File: src/rtl/video_ntsc_pkg.sv
// Shared widths, levels, sine table and payload types for the composite NTSC encoder.
package video_ntsc_pkg;

  localparam int unsigned RGB_W  = 12;
  localparam int unsigned COMP_W = 4;
  localparam int unsigned Y8_W   = 8;
  localparam int unsigned UV_W   = 9;
  localparam int unsigned ACC_W  = 18;
  localparam int unsigned DAC_W  = 8;
  localparam int unsigned PH_W   = 3;
  localparam int unsigned SIN_W  = 8;

  localparam logic [DAC_W-1:0] DEF_BLANK_LV = 8'd60;
  localparam logic [DAC_W-1:0] DEF_SYNC_LV  = 8'd0;
  localparam logic [DAC_W-1:0] DEF_CLIP_LO  = 8'd16;
  localparam logic [DAC_W-1:0] DEF_CLIP_HI  = 8'd255;

  localparam logic signed [SIN_W-1:0] BURST_GAIN = 8'sd5;
  localparam int unsigned BURST_SHIFT  = 4;
  localparam int unsigned CHROMA_SHIFT = 9;
  localparam int unsigned LUMA_GAIN    = 9;
  localparam int unsigned LUMA_SHIFT   = 4;

  typedef logic signed [SIN_W-1:0] sin_t;

  typedef struct packed {
    logic [COMP_W-1:0] r;
    logic [COMP_W-1:0] g;
    logic [COMP_W-1:0] b;
  } rgb_t;

  typedef struct packed {
    logic xsync;
    logic xblk;
    logic cburst;
  } ctrl_t;

  localparam ctrl_t CTRL_IDLE = '{xsync: 1'b1, xblk: 1'b0, cburst: 1'b0};

  // Eight-step subcarrier sine, amplitude 64.
  function automatic sin_t sin_lut(input logic [PH_W-1:0] p);
    sin_t s;
    case (p)
      3'd0:    s = 8'sd0;
      3'd1:    s = 8'sd45;
      3'd2:    s = 8'sd64;
      3'd3:    s = 8'sd45;
      3'd4:    s = 8'sd0;
      3'd5:    s = -8'sd45;
      3'd6:    s = -8'sd64;
      default: s = -8'sd45;
    endcase
    return s;
  endfunction

endpackage

File: src/rtl/ntsc_chroma_mod.sv
// Second-stage chroma datapath: sine lookups, quadrature products and burst offset.
module ntsc_chroma_mod
  import video_ntsc_pkg::*;
(
  input  logic signed [UV_W-1:0]  u9_i,
  input  logic signed [UV_W-1:0]  v9_i,
  input  logic        [PH_W-1:0]  idx_u_i,
  input  logic        [PH_W-1:0]  idx_v_i,
  input  logic        [PH_W-1:0]  idx_b_i,
  output logic signed [ACC_W-1:0] prod_u_c,
  output logic signed [ACC_W-1:0] prod_v_c,
  output logic signed [SIN_W-1:0] burst_off_c
);

  sin_t                    sin_u;
  sin_t                    sin_v;
  sin_t                    sin_b;
  logic signed [ACC_W-1:0] burst_prod;

  always_comb begin
    sin_u       = sin_lut(idx_u_i);
    sin_v       = sin_lut(idx_v_i);
    sin_b       = sin_lut(idx_b_i);
    prod_u_c    = ACC_W'(u9_i) * ACC_W'(sin_u);
    prod_v_c    = (ACC_W'(v9_i) * ACC_W'(sin_v)) <<< 1;
    burst_prod  = ACC_W'(sin_b) * ACC_W'(BURST_GAIN);
    burst_off_c = SIN_W'(burst_prod >>> BURST_SHIFT);
  end

endmodule

File: src/rtl/video_ntsc_enc.sv
// Three-stage composite NTSC encoder: luma, chroma, burst, sync and blank into one DAC code.
// Colour path is built only when VIDEO_NTSC_ENC_CHROMA_EN is defined; otherwise monochrome.
module video_ntsc_enc
  import video_ntsc_pkg::*;
#(
  parameter logic [DAC_W-1:0] C_BLANK_LV = DEF_BLANK_LV,
  parameter logic [DAC_W-1:0] C_SYNC_LV  = DEF_SYNC_LV,
  parameter logic [DAC_W-1:0] C_CLIP_LO  = DEF_CLIP_LO,
  parameter logic [DAC_W-1:0] C_CLIP_HI  = DEF_CLIP_HI
) (
  input  logic              CK_i,
  input  logic              XARST_i,
  input  logic              CK_EE_i,
  input  logic              RST_i,
  input  logic [RGB_W-1:0]  RGBs_i,
  input  logic              XBLK_i,
  input  logic              XSYNC_i,
  input  logic              CBURST_i,
  input  logic [PH_W-1:0]   CPHs_i,
  output logic [DAC_W-1:0]  DAC_o,
  output logic              XSYNC_o,
  output logic              XBLK_o
);

  ctrl_t             ctrl1_q, ctrl1_d;
  ctrl_t             ctrl2_q, ctrl2_d;
  logic [Y8_W-1:0]   y8_q, y8_d;
  logic [DAC_W-1:0]  luma_q, luma_d;
  logic [DAC_W-1:0]  dac_q, dac_d;
  logic              xsync_o_q, xsync_o_d;
  logic              xblk_o_q, xblk_o_d;

  rgb_t                    rgb;
  logic [Y8_W-1:0]         y8_new;
  logic [DAC_W-1:0]        luma_new;
  logic signed [ACC_W-1:0] chroma;
  logic signed [ACC_W-1:0] mix;
  logic [DAC_W-1:0]        burst_lv;
  logic [DAC_W-1:0]        active_lv;

`ifdef VIDEO_NTSC_ENC_CHROMA_EN
  logic signed [UV_W-1:0]  u9_q, u9_d;
  logic signed [UV_W-1:0]  v9_q, v9_d;
  logic [PH_W-1:0]         idx_u_q, idx_u_d;
  logic [PH_W-1:0]         idx_v_q, idx_v_d;
  logic [PH_W-1:0]         idx_b_q, idx_b_d;
  logic signed [ACC_W-1:0] prod_u_q, prod_u_d;
  logic signed [ACC_W-1:0] prod_v_q, prod_v_d;
  logic [DAC_W-1:0]        burst_q, burst_d;
  logic signed [ACC_W-1:0] prod_u_c;
  logic signed [ACC_W-1:0] prod_v_c;
  logic signed [SIN_W-1:0] burst_off_c;

  ntsc_chroma_mod u_chroma (
    .u9_i        (u9_q),
    .v9_i        (v9_q),
    .idx_u_i     (idx_u_q),
    .idx_v_i     (idx_v_q),
    .idx_b_i     (idx_b_q),
    .prod_u_c    (prod_u_c),
    .prod_v_c    (prod_v_c),
    .burst_off_c (burst_off_c)
  );
`else
  logic unused_cphs;
  assign unused_cphs = ^CPHs_i;
`endif

  always_comb begin
    rgb      = rgb_t'(RGBs_i);
    y8_new   = Y8_W'(rgb.r) * 8'd5 + Y8_W'(rgb.g) * 8'd9 + Y8_W'(rgb.b) * 8'd2;
    luma_new = C_BLANK_LV + DAC_W'((12'(y8_q) * 12'(LUMA_GAIN)) >> LUMA_SHIFT);
`ifdef VIDEO_NTSC_ENC_CHROMA_EN
    chroma   = (prod_u_q + prod_v_q) >>> CHROMA_SHIFT;
    burst_lv = burst_q;
`else
    chroma   = '0;
    burst_lv = C_BLANK_LV;
`endif
    mix = ACC_W'($signed({1'b0, luma_q})) + chroma;
    if (mix < $signed(ACC_W'(C_CLIP_LO))) begin
      active_lv = C_CLIP_LO;
    end else if (mix > $signed(ACC_W'(C_CLIP_HI))) begin
      active_lv = C_CLIP_HI;
    end else begin
      active_lv = DAC_W'(mix);
    end

    ctrl1_d   = ctrl1_q;
    ctrl2_d   = ctrl2_q;
    y8_d      = y8_q;
    luma_d    = luma_q;
    dac_d     = dac_q;
    xsync_o_d = xsync_o_q;
    xblk_o_d  = xblk_o_q;
`ifdef VIDEO_NTSC_ENC_CHROMA_EN
    u9_d     = u9_q;
    v9_d     = v9_q;
    idx_u_d  = idx_u_q;
    idx_v_d  = idx_v_q;
    idx_b_d  = idx_b_q;
    prod_u_d = prod_u_q;
    prod_v_d = prod_v_q;
    burst_d  = burst_q;
`endif

    if (CK_EE_i) begin
      if (RST_i) begin
        ctrl1_d   = CTRL_IDLE;
        ctrl2_d   = CTRL_IDLE;
        y8_d      = '0;
        luma_d    = C_BLANK_LV;
        dac_d     = C_BLANK_LV;
        xsync_o_d = 1'b1;
        xblk_o_d  = 1'b0;
`ifdef VIDEO_NTSC_ENC_CHROMA_EN
        u9_d     = '0;
        v9_d     = '0;
        idx_u_d  = '0;
        idx_v_d  = '0;
        idx_b_d  = '0;
        prod_u_d = '0;
        prod_v_d = '0;
        burst_d  = C_BLANK_LV;
`endif
      end else begin
        // S1: capture inputs, luma sum, colour differences, phase indices
        ctrl1_d = '{xsync: XSYNC_i, xblk: XBLK_i, cburst: CBURST_i};
        y8_d    = y8_new;
`ifdef VIDEO_NTSC_ENC_CHROMA_EN
        u9_d    = $signed({1'b0, rgb.b, 4'b0000}) - $signed({1'b0, y8_new});
        v9_d    = $signed({1'b0, rgb.r, 4'b0000}) - $signed({1'b0, y8_new});
        idx_u_d = CPHs_i;
        idx_v_d = CPHs_i + 3'd2;
        idx_b_d = CPHs_i + 3'd4;
`endif
        // S2: luma scale plus chroma products
        ctrl2_d = ctrl1_q;
        luma_d  = luma_new;
`ifdef VIDEO_NTSC_ENC_CHROMA_EN
        prod_u_d = prod_u_c;
        prod_v_d = prod_v_c;
        burst_d  = DAC_W'($signed({2'b00, C_BLANK_LV}) + 10'(burst_off_c));
`endif
        // S3: sync beats burst beats blank beats active video
        if (!ctrl2_q.xsync) begin
          dac_d = C_SYNC_LV;
        end else if (ctrl2_q.cburst) begin
          dac_d = burst_lv;
        end else if (!ctrl2_q.xblk) begin
          dac_d = C_BLANK_LV;
        end else begin
          dac_d = active_lv;
        end
        xsync_o_d = ctrl2_q.xsync;
        xblk_o_d  = ctrl2_q.xblk;
      end
    end
  end

  always_ff @(posedge CK_i or negedge XARST_i) begin
    if (!XARST_i) begin
      ctrl1_q   <= CTRL_IDLE;
      ctrl2_q   <= CTRL_IDLE;
      y8_q      <= '0;
      luma_q    <= C_BLANK_LV;
      dac_q     <= C_BLANK_LV;
      xsync_o_q <= 1'b1;
      xblk_o_q  <= 1'b0;
`ifdef VIDEO_NTSC_ENC_CHROMA_EN
      u9_q     <= '0;
      v9_q     <= '0;
      idx_u_q  <= '0;
      idx_v_q  <= '0;
      idx_b_q  <= '0;
      prod_u_q <= '0;
      prod_v_q <= '0;
      burst_q  <= C_BLANK_LV;
`endif
    end else begin
      ctrl1_q   <= ctrl1_d;
      ctrl2_q   <= ctrl2_d;
      y8_q      <= y8_d;
      luma_q    <= luma_d;
      dac_q     <= dac_d;
      xsync_o_q <= xsync_o_d;
      xblk_o_q  <= xblk_o_d;
`ifdef VIDEO_NTSC_ENC_CHROMA_EN
      u9_q     <= u9_d;
      v9_q     <= v9_d;
      idx_u_q  <= idx_u_d;
      idx_v_q  <= idx_v_d;
      idx_b_q  <= idx_b_d;
      prod_u_q <= prod_u_d;
      prod_v_q <= prod_v_d;
      burst_q  <= burst_d;
`endif
    end
  end

  assign DAC_o   = dac_q;
  assign XSYNC_o = xsync_o_q;
  assign XBLK_o  = xblk_o_q;

endmodule
File: config.mk
export PLATFORM = sky130hd
export DESIGN_NAME = video_ntsc_enc
export DESIGN_NICKNAME = d
export VERILOG_FILES = /design/src/rtl/video_ntsc_pkg.sv /design/src/rtl/ntsc_chroma_mod.sv /design/src/rtl/video_ntsc_enc.sv
export SDC_FILE = /design/constraint.sdc
export NUM_CORES = 1
export LEC_CHECK = 0
export CORE_MARGIN = 1.5
export CORE_UTILIZATION = 52
export CTS_CLUSTER_DIAMETER = 80
export DETAILED_ROUTE_END_ITERATION = 10
export MAX_ROUTING_LAYER = met4
export PLACE_DENSITY_LB_ADDON = 0.3
export SETUP_SLACK_MARGIN = 0.2
export SYNTH_ARGS = -nofsm -noshare
export SYNTH_HDL_FRONTEND = slang
export SYNTH_HIERARCHICAL = 1
export SYNTH_SLANG_ARGS = --single-unit
File: constraint.sdc
create_clock -name CK_i -period 2.8 [get_ports CK_i]
set_input_delay 0.28 -clock CK_i [delete_from_list [all_inputs] [get_ports CK_i]]
set_output_delay 0.28 -clock CK_i [all_outputs]
set_load 0.02 [all_outputs]
==> results of run 1 <==
==> path summary, 6_finish.rpt <==
check | end | slack (ns) | cells after the start
max reg2reg | luma_q[6]$_DFFE_PN0P_ | 0.25 | 9
min | y8_q[5]$_DFFE_PN0P_ | 0.39 | 2
min reg2reg | XSYNC_o$_DFFE_PN1P_ | 0.49 | 2
max | y8_q[7]$_DFFE_PN0P_ | -0.06 | 15
max in group asynchronous | XSYNC_o$_DFFE_PN1P_ | 2.07 | 2
min in group CK_i | y8_q[0]$_DFFE_PN0P_ | 0.45 | 4
==> sequential cells by signal (all words and copies together), names as in the netlist <==
signal   count
y8_q         8
luma_q       8
ctrl2_q      3
ctrl1_q      3
XBLK_o       1
DAC_o        8
XSYNC_o      1
==> through the flow <==
step           cell area, um^2  utilization, %  power (mW)  hold WS (ns)  cells
2_1_floorplan             2350               -        1.34       -0.0156    236
3_3_place_gp              2810            65.4        1.60         0.476    328
3_5_place_dp              2810            65.4        1.63         0.479    328
4_1_cts                   3000            69.8        2.18         0.411    338
5_1_grt                   3080            71.7        2.47         0.437    342
6_report                  3080            71.7        2.32         0.386    342
==> worst max-delay path, delay by kind of cell <==
kind / cells / cell delay (ns)
AO/OA/AOI/OAI: 5 / 0.90
adder cells (fa/ha/maj): 5 / 1.64
buffers and inverters: 5 / 0.24
==> synth_stat cells, types with 2 or more instances <==
library cell,n
nand3_1,9
fa_1,9
clkbuf_1,4
a21oi_1,7
dfrtp_1,21
o2bb2ai_1,3
a31o_2,5
nor2_1,18
inv_1,43
buf_1,2
o31ai_1,2
a31oi_1,2
o21a_1,2
xnor2_1,6
or3_1,2
a211oi_1,2
a21o_1,3
ha_1,29
dfstp_2,11
nor2b_1,8
a32o_1,2
a22oi_1,4
nor3_1,5
o21ai_0,10
o32ai_1,2
nand2_1,6
==> final cells by class <==
type | instances | area, um^2 | share of cell area [%]
multi-input combinational | 155 | 1450 | 47.0
tap | 52 | 65.1 | 2.11
clock inverter | 2 | 35.0 | 1.14
inverter | 43 | 161 | 5.24
timing repair buffer | 52 | 483 | 15.7
clock buffer | 6 | 72.6 | 2.36
sequential | 32 | 815 | 26.4
==> timing repair <==
item | in CTS | in global routing
endpoints found under the setup margin | 7 | 7
buffers inserted | 2 | 4
resized for setup | 37 | 13
pin swaps | 15 | 15
==> power groups by stage <==
stage | clock (mW) | combinational, mW | sequential [mW]
2_1_floorplan | 0 | 0.702 | 0.636
3_3_place_gp | 0 | 0.950 | 0.648
3_5_place_dp | 0 | 0.979 | 0.649
4_1_cts | 0.443 | 1.09 | 0.647
5_1_grt | 0.462 | 1.35 | 0.661
6_report | 0.438 | 1.23 | 0.651
==> layout by cell type, fill, tap and decap left out, drive strengths merged, types with 3 or more instances in the layout <==
master         instances
a21o                   3
a21oi                  7
a22oi                  4
a31o                   5
buf                   27
clkbuf                 6
clkdlybuf4s15          3
clkdlybuf4s50         20
dfrtp                 21
dfstp                 11
fa                     9
ha                    29
inv                   43
nand2                  6
nand3                  9
nor2                  18
nor2b                  8
nor3                   6
o21ai                 10
o2bb2ai                3
xnor2                  6
==> layer usage <==
layer / part of all wire [%] / track usage (%)
met1: 42 / 30.2
met2: 50 / 38.0
met3: 6.0 / 4.65
met4: 1.9 / 7.41
met5: 0 / -
==> logic make-up after synthesis <==
family          count (synthesis)  share of synthesized area [%]
compound gates                 55                           18.1
flops                          32                           35.4
simple gates                   54                           11.8
fa+ha+maj                      38                           23.6
xor+xnor                        7                           2.67
buf+inv                        49                           8.00
mux                             1                          0.490
==> results.cfg, run 1 <==
[status]
status = finished, violations left
failed_checks = negative setup slack

[sta]
layout_worst_path_cycle_share_pct = 102
max_clock_freq_ghz = 0.349
hold_violations = 0
worstMarginPinSlew_ns = 0.547
setup_ws_ns = -0.0648
rsz0062_at_grt = yes
clock_skew_ns = 0.00760
slew_headroom_pct = 63.2
setup_tns_ns = -0.123
slew_viol_final = 0
setup_violations = 2
period_needed_ns = 2.86

[pwr]
p_clk_share_pct = 18.9
peakVddDrop_v = 0.000452
p_per_area_nw_per_um2 = 754
internal_power_mw = 1.45
seq_power_share_pct = 28.0
combPwrFrac_pct = 53.1
power.leakage_nw = 1.44
switching_share_pct = 37.5
switchingPower_mw = 0.870

[synth]
synth_area_per_cell_um2 = 9.74
synth_largest_area_cell = dfrtp_1
synth_ff_type = dfrtp_1
synth-seq-area-share_pct = 35.4
async_reset_ff_share_pct = 100
syn-cell-area_um2 = 2300
ys_ff_latch = 32
syn_nets = 296
synthCells = 236
synth_top_cell_area_share_pct = 22.9
synth.distinct_cells = 45
synth_edf_count = 0
ys_warn_count = 6
synth_area_leaders = dfrtp_1 (23%), ha_1 (16%), dfstp_2 (13%)

[detailed_routing]
wire_per_inst_um = 15.7
drtIter0Drc = 112
drc_errors = 0
antenna_left = 0
drt-total-wl_mm = 5.36
drt_pre_antenna_iters = 4
via_per_inst = 5.70
num_vias = 1948

[critical_path]
worstPathRequired_ns = 3.01
crit_type = primary input to flop
cpMostUsedCell = inv_1
end_kind = flop
startpoint = RGBs_i[6]
crit_path_top_delay_cell = fa_1
max_stage_delay_ns = 0.49
cp.arrival_ns = 3.07
cp-start-kind = primary input
path_max_fanout = 2
regToRegStartpoint = y8_q[1]$_DFFE_PN0P_
path_cells = buf_8 -> ha_4 -> inv_2 -> fa_1 -> inv_1 -> ha_1 -> inv_1 -> fa_1 -> inv_1 -> ha_1 -> a21o_1 -> a21oi_4 -> o21bai_1 -> a2111o_1 -> o211ai_1

[clock_tree]
cts_made_buffers = 5
cts.clk_slew.worst_paths_ns = 0.07
insertion_delay_ns = 0.29
clockRootBuffer = clkbuf_8
cts_hold_buffers = 0
ctsHtreeMaxLevel = 2
cts_max_path_buffers = 2
cts_tree = built
clock_sinks = 32

[floorplanning]
num_io_pins = 32
initial_utilization_pct = 53.6
dieArea_um2 = 4830
die-width_um = 69.5
coreArea_um2 = 4290
row_count = 24
fp.dieH_um = 69.5

[worst_hold_path]
hold_class = primary input to async pin

[global_route]
grt_pass1_vias = 1933
antenna_found_initial = 0
grt_overflow_total = 0
grt_pass1_wl_mm = 8.82
track_usage_pct = 23.6
grt_max_degree = 33

[place]
place_hpwl_mm = 3.75
gp_congestion = 0.848
pre_cts_ws_ns = -0.823
numPortBuffers = 28

[cells_and_area]
syn2layout_area_growth_pct = 33.9
fin_nets = 349
fillerInstances = 300
diodes = 0
drive_gt1_share_pct = 27.9

[run]
maxCapViolations = 0
(Power assumes the default switching activity.)
==> run 2: changes to the inputs <==
--- a/config.mk
+++ b/config.mk
@@ -16,3 +16,4 @@
 export SYNTH_HDL_FRONTEND = slang
 export SYNTH_HIERARCHICAL = 1
 export SYNTH_SLANG_ARGS = --single-unit
+export TNS_END_PERCENT = 10
==> results.cfg, run 2 (synthesized netlist as in run 1, its figures left out) <==
[status]
status = finished, violations left
failed_checks = negative setup slack

[place]
place_area_um2 = 2770
numPortBuffers = 28
gp_congestion = 0.847
place_hpwl_mm = 3.73

[critical_path]
crit_buf_inv = 3
path_cells = clkdlybuf4s50_1 -> ha_1 -> inv_1 -> fa_1 -> fa_1 -> inv_1 -> ha_4 -> a21oi_4 -> o21bai_2 -> a2111o_1 -> o211ai_1
worstPathRequired_ns = 3.01
cp_top_family = adder cells
cp.arrival_ns = 3.25
end_kind = flop
max_stage_delay_ns = 0.56
crit_path_top_delay_cell = fa_1
path_max_fanout = 3
cp-start-kind = primary input
crit_type = primary input to flop

[sta]
period_needed_ns = 3.04
hold_violations = 0
clock_skew_ns = 0.00860
max_clock_freq_ghz = 0.329
setup_ws_ns = -0.241
setup_violations = 3
layout_worst_path_cycle_share_pct = 109
slew_headroom_pct = 61.7
worstMarginPinSlew_ns = 0.570
slew_viol_final = 0
rsz0062_at_grt = yes

[floorplanning]
num_io_pins = 32
fp.dieH_um = 69.5
coreArea_um2 = 4290
initial_utilization_pct = 53.6
die-width_um = 69.5
dieArea_um2 = 4830
row_count = 24

[pwr]
p_clk_share_pct = 19.0
seq_power_share_pct = 27.9
p_per_area_nw_per_um2 = 766
peakVddDrop_v = 0.000433
switching_share_pct = 38.5
combPwrFrac_pct = 53.1
power.leakage_nw = 1.41
switchingPower_mw = 0.902
internal_power_mw = 1.44

[run]
maxCapViolations = 0

[global_route]
grt_pass1_vias = 1968
track_usage_pct = 24.8
grt_overflow_total = 0
grt_max_degree = 37
antenna_found_initial = 0
grt_pass1_wl_mm = 9.30

[clock_tree]
cts_tree = built
cts.clk_slew.worst_paths_ns = 0.08
insertion_delay_ns = 0.28
cts_max_path_buffers = 2
cts_made_buffers = 5
ctsHtreeMaxLevel = 2
clockRootBuffer = clkbuf_8
cts_hold_buffers = 0
clock_sinks = 32

[cells_and_area]
final_common_cell = inv_1
diodes = 0
syn2layout_area_growth_pct = 32.9
final_cell_mix = inv_1 (38), dfrtp_1 (21), clkdlybuf4s50_1 (21), ha_1 (20), buf_4 (19)
fin_nets = 344
drive_gt1_share_pct = 27.0
finish.instance_area_um2 = 3060
final_util_pct = 71.2

[detailed_routing]
wire_per_inst_um = 16.5
drc_errors = 0
drt_pre_antenna_iters = 4
drt-total-wl_mm = 5.56
drtIter0Drc = 154
antenna_left = 0
num_vias = 1930
via_per_inst = 5.73

[worst_hold_path]
hold_class = primary input to async pin
run 2: cell count changes in the layout (fill, tap and decap cells not counted), sizes merged:
| cell | delta |
|---|---|
| buf | -6 |
| clkdlybuf4s15 | -1 |
| clkdlybuf4s50 | +1 |
| clkinvlp | +1 |
run 2: repair_timing:
item                                    4_1_cts  5_1_grt
pin swaps                                    16       19
endpoints found under the setup margin        7        9
buffers inserted                              2        0
gates resized for setup                      33       20
hold endpoints to repair                      0        0
run 2: final timing paths:
kind / slack, ns / end / cells after the start / startpoint
setup / recovery: -0.24 / y8_q[7]$_DFFE_PN0P_ / 11 / RGBs_i[3]
hold / removal: 0.39 / luma_q[1]$_DFFE_PN0P_ / 2 / XARST_i
setup reg to reg: 0.19 / luma_q[6]$_DFFE_PN0P_ / 9 / y8_q[4]$_DFFE_PN0P_
hold reg to reg: 0.49 / XSYNC_o$_DFFE_PN1P_ / 2 / XSYNC_o$_DFFE_PN1P_
max in group asynchronous: 2.08 / DAC_o[5]$_DFFE_PN1P_ / 2 / XARST_i
min in group CK_i: 0.45 / y8_q[0]$_DFFE_PN0P_ / 4 / RGBs_i[8]
run 2: final cells by class:
cell class,count,area [um^2]
fillers,304,1240
multi-input cells,155,1470
flip-flops and latches,32,815
clock inverters,3,42.5
well taps,52,65.1
clock buffers,5,68.8
inverters,43,161
repair buffers,47,430
run 2: per-stage QoR:
step	cells	worst slack [ns]	power (mW)	hold slack (ns)	setup TNS, ns
2_1_floorplan	236	-0.165	1.31	-0.0156	-0.165
5_1_grt	337	-0.328	2.51	0.430	-0.763
6_report	337	-0.241	2.34	0.388	-0.443
3_5_place_dp	327	-0.809	1.61	0.480	-3.32
4_1_cts	337	-0.167	2.14	0.404	-0.238
3_3_place_gp	327	-0.727	1.57	0.473	-2.98
run 2: per-layer routing:
| metal | vias to the layer above | track usage (%) | part of all wire [%] |
|---|---|---|---|
| met4 | 0 | 5.88 | 1.4 |
| met5 | - | - | 0 |
| li1 | 912 | - | - |
| met2 | 51 | 38.2 | 51 |
| met3 | 11 | 4.22 | 3.1 |
| met1 | 956 | 34.7 | 44 |
run 2: power by group through the flow:
stage | sequential (mW) | combinational (mW) | clock [mW]
global placement | 0.650 | 0.918 | 0
finish | 0.653 | 1.24 | 0.445
floorplan | 0.636 | 0.675 | 0
detailed placement | 0.652 | 0.958 | 0
global route | 0.661 | 1.37 | 0.475
CTS | 0.649 | 1.04 | 0.446
==> run 3: changes to the inputs <==
--- a/config.mk
+++ b/config.mk
@@ -5,6 +5,7 @@
 export SDC_FILE = /design/constraint.sdc
 export NUM_CORES = 1
 export LEC_CHECK = 0
+export CORE_ASPECT_RATIO = 0.75
 export CORE_MARGIN = 1.5
 export CORE_UTILIZATION = 52
 export CTS_CLUSTER_DIAMETER = 80
@@ -12,6 +13,7 @@
 export MAX_ROUTING_LAYER = met4
 export PLACE_DENSITY_LB_ADDON = 0.3
 export SETUP_SLACK_MARGIN = 0.2
+export SKIP_LAST_GASP = 1
 export SYNTH_ARGS = -nofsm -noshare
 export SYNTH_HDL_FRONTEND = slang
 export SYNTH_HIERARCHICAL = 1
==> results.cfg, run 3 (synthesized netlist as in run 1, its figures left out) <==
[run]
maxCapViolations = 0

[clock_tree]
cts_made_buffers = 5
insertion_delay_ns = 0.28
cts.clk_slew.worst_paths_ns = 0.07
cts_max_path_buffers = 2
clockRootBuffer = clkbuf_8
cts_tree = built
ctsHtreeMaxLevel = 2
clock_sinks = 32

[sta]
slew_viol_final = 0
hold_slack_ns = 0.399
clock_skew_ns = 0.00280
hold_violations = 0
setup_violations = 3
layout_worst_path_cycle_share_pct = 105
max_clock_freq_ghz = 0.340
setup_ws_ns = -0.138
setup_tns_ns = -0.233
rsz0062_at_grt = yes
worstMarginPinSlew_ns = 0.579
period_needed_ns = 2.94
slew_headroom_pct = 61.1

[detailed_routing]
drtIter0Drc = 157
drt-total-wl_mm = 5.38
via_per_inst = 5.44
antenna_left = 0
num_vias = 1860
drc_errors = 0
drt_pre_antenna_iters = 4
wire_per_inst_um = 15.7

[global_route]
track_usage_pct = 25.2
grt_overflow_total = 0
grt_max_degree = 33
antenna_found_initial = 0
grt_pass1_wl_mm = 8.69
grt_pass1_vias = 1783

[cells_and_area]
multi_input_area_um2 = 1400
fin_nets = 346
final_cell_mix = inv_1 (36), ha_1 (23), dfrtp_1 (21), buf_4 (21), clkdlybuf4s50_1 (19)
final_common_cell = inv_1
final_util_pct = 72.2
fillerInstances = 323
finish.instance_area_um2 = 3000
seqCellArea_um2 = 815
drive_gt1_share_pct = 24.7
syn2layout_area_growth_pct = 30.4
diodes = 0
fin_cells = 342

[place]
place_area_um2 = 2780
placed_cells = 331
place_hpwl_mm = 3.98
numPortBuffers = 28
gp_congestion = 0.876
pre_cts_ws_ns = -0.843

[pwr]
internal_power_mw = 1.40
combPwrFrac_pct = 49.2
switching_share_pct = 37.1
p_per_area_nw_per_um2 = 740
peakVddDrop_v = 0.000376
fin_total_pwr_mw = 2.22
power.leakage_nw = 1.40
switchingPower_mw = 0.825
seq_power_share_pct = 28.9
p_clk_share_pct = 21.9

[critical_path]
cp.arrival_ns = 3.13
worstPathRequired_ns = 2.99
path_max_fanout = 3
end_kind = flop
worst-r2r-setup-slack_ns = 0.01
cp-start-kind = primary input
crit_type = primary input to flop

[status]
failed_checks = negative setup slack
status = finished, violations left

[worst_hold_path]
hold_class = primary input to async pin

[floorplanning]
initial_utilization_pct = 55.4
coreArea_um2 = 4150
num_io_pins = 32
dieArea_um2 = 4830
fp.dieH_um = 60.6
die-width_um = 79.8
row_count = 20
[run 3: what timing repair did]
| item | CTS | global route |
|---|---|---|
| hold buffers | 0 | 0 |
| pin swaps | 15 | 10 |
| resized for setup | 37 | 8 |
| setup endpoints to repair | 8 | 9 |
| buffers inserted | 3 | 0 |
[run 3: layout make-up]
cell class | instances | share of cell area (%)
clock inverter | 1 | 1.00
timing repair buffer | 49 | 14.4
tap | 55 | 2.29
clock buffer | 7 | 3.21
sequential | 32 | 27.2
inverter | 43 | 5.38
multi-input combinational | 155 | 46.6
[run 3: routing by layer]
layer	vias to the layer above	routed length, um	track usage (%)
met2	77	2220	34.3
met5	-	0	-
met3	4	477	7.07
li1	911	-	-
met4	0	38	6.40
met1	868	2640	36.8
[run 3: power by group through the flow]
stage,Sequential (mW),Combinational (mW),Clock [mW]
floorplan,0.636,0.675,0
global placement,0.642,0.947,0
detailed placement,0.646,0.971,0
CTS,0.639,1.04,0.490
global route,0.652,1.21,0.511
finish,0.641,1.09,0.487
[run 3: path summary, 6_finish.rpt]
| kind | to | cells past startpoint | start |
|---|---|---|---|
| max | y8_q[7]$_DFFE_PN0P_ | 11 | RGBs_i[3] |
| min | y8_q[5]$_DFFE_PN0P_ | 2 | XARST_i |
| max reg2reg | luma_q[6]$_DFFE_PN0P_ | 11 | y8_q[5]$_DFFE_PN0P_ |
| min reg2reg | DAC_o[1]$_DFFE_PN0P_ | 1 | DAC_o[1]$_DFFE_PN0P_ |
| max in group asynchronous | luma_q[2]$_DFFE_PN1P_ | 2 | XARST_i |
| min in group CK_i | y8_q[0]$_DFFE_PN0P_ | 4 | RGBs_i[8] |
[run 3: critical path, stage by stage]
cell and delay [ns]:
clkdlybuf4s50_1 0.40, ha_1 0.29, inv_2 0.04, fa_1 0.49, fa_1 0.50, inv_1 0.08
ha_4 0.27, a21oi_4 0.17, o21bai_1 0.11, a2111o_1 0.39, o211ai_1 0.10
==> RTL change (settings of run 3) <==
Make the reset (`XARST_i`) synchronous in one clocked block.
--- a/src/rtl/video_ntsc_enc.sv
+++ b/src/rtl/video_ntsc_enc.sv
@@ -158,7 +158,7 @@
     end
   end
 
-  always_ff @(posedge CK_i or negedge XARST_i) begin
+  always_ff @(posedge CK_i) begin
     if (!XARST_i) begin
       ctrl1_q   <= CTRL_IDLE;
       ctrl2_q   <= CTRL_IDLE;
Function: differs if XARST_i is asserted again (counterexample within 4 cycles, from zero or initial values and one cycle with XARST_i low); with XARST_i held inactive, the same outputs for 10 cycles.
==> RTL change against run 3 <==
- synthesized area down 2.6%
- final area is 6.9% lower
- sequential cell count unchanged
- fmax up 5.0%
- critical endpoint is now y8_q[7]
- synthesized cell count is 12% higher
- power fell by 33%
- routed wire length is 8.9% lower
- setup slack better by 0.14 ns
==> RTL change: results (changes against run 3) <==
average detailed-routed wire length per instance 13.6 µm (was 15.7 µm); Non-Clock Buffer Count 43 (was 49); vias in the first global route 1,802 (was 1,783); largest fanout on the critical path 2 (was 3); buffer share of cell area 13.9% (was 14.4%); Lkg Pwr 1.28 nW (was 1.40 nW); invs w/o clock 42 (was 43); commonest cells in the netlist sky130_fd_sc_hd__inv_1, sky130_fd_sc_hd__dfxtp_1, sky130_fd_sc_hd__ha_1, sky130_fd_sc_hd__a21oi_1, sky130_fd_sc_hd__nand2_1 (was sky130_fd_sc_hd__inv_1, sky130_fd_sc_hd__ha_1, sky130_fd_sc_hd__dfrtp_1, sky130_fd_sc_hd__nor2_1, sky130_fd_sc_hd__dfstp_2); cell count after placement 352 (was 331); run status complete, no violations (was finished, violations left); clock buffer instance count of the final layout 6 (was 7); Layout Nets 366 (was 346); P per Cell Area 531 mW/mm² (was 740 mW/mm²); overall fraction of global-route tracks in use 23.8% (was 25.2%); multiplexer share of the synthesized area 1.79% (was 0.490%); pin count of the biggest net entering global routing 46 (was 33); FF/Latch Area 641 µm² (was 815 µm²); internal power consumption 0.000977 W (was 0.00140 W); proportion of register bits with asynchronous set or reset after synthesis 0% (was 100%); synthesized-area fraction occupied by xor and xnor cells 3.13% (was 2.67%); area of all placed cells without fillers 0.00279 mm² (was 0.00300 mm²); standard cell area after detailed placement 0.00268 mm² (was 0.00278 mm²); worst reg2reg path endpoint luma_q[6] (unchanged); total number of multi-input combinational cells 182 (was 155); share of synthesized area occupied by flip-flops and latches 28.6% (was 35.4%)
==> RTL change: worst max path at each step <==
stage	slack (ns)	end	start	cells past startpoint
after floorplan	-0.1	y8_q[7]	RGBs_i[6]	15
after global placement	-0.71	y8_q[7]	RGBs_i[6]	16
after detailed placement	-0.84	y8_q[7]	RGBs_i[8]	16
after CTS	-0.05	y8_q[7]	RGBs_i[8]	16
after global routing	-0.11	y8_q[7]	RGBs_i[8]	16
final	0.0007	y8_q[7]	RGBs_i[8]	16
==> RTL change: per-layer routing <==
metal	routed length (µm)	vias to the layer above	global-route usage, %
met3	229	4	6.11
met4	37	0	6.63
li1	-	970	-
met5	0	-	-
met1	2550	889	33.3
met2	2090	42	34.0
==> RTL change: timing repair <==
| action | CTS | global route |
|---|---|---|
| hold endpoints to repair | 0 | 0 |
| buffers inserted | 2 | 0 |
| resized for setup | 37 | 3 |
| pin swaps | 22 | 13 |
| endpoints found under the setup margin | 6 | 8 |
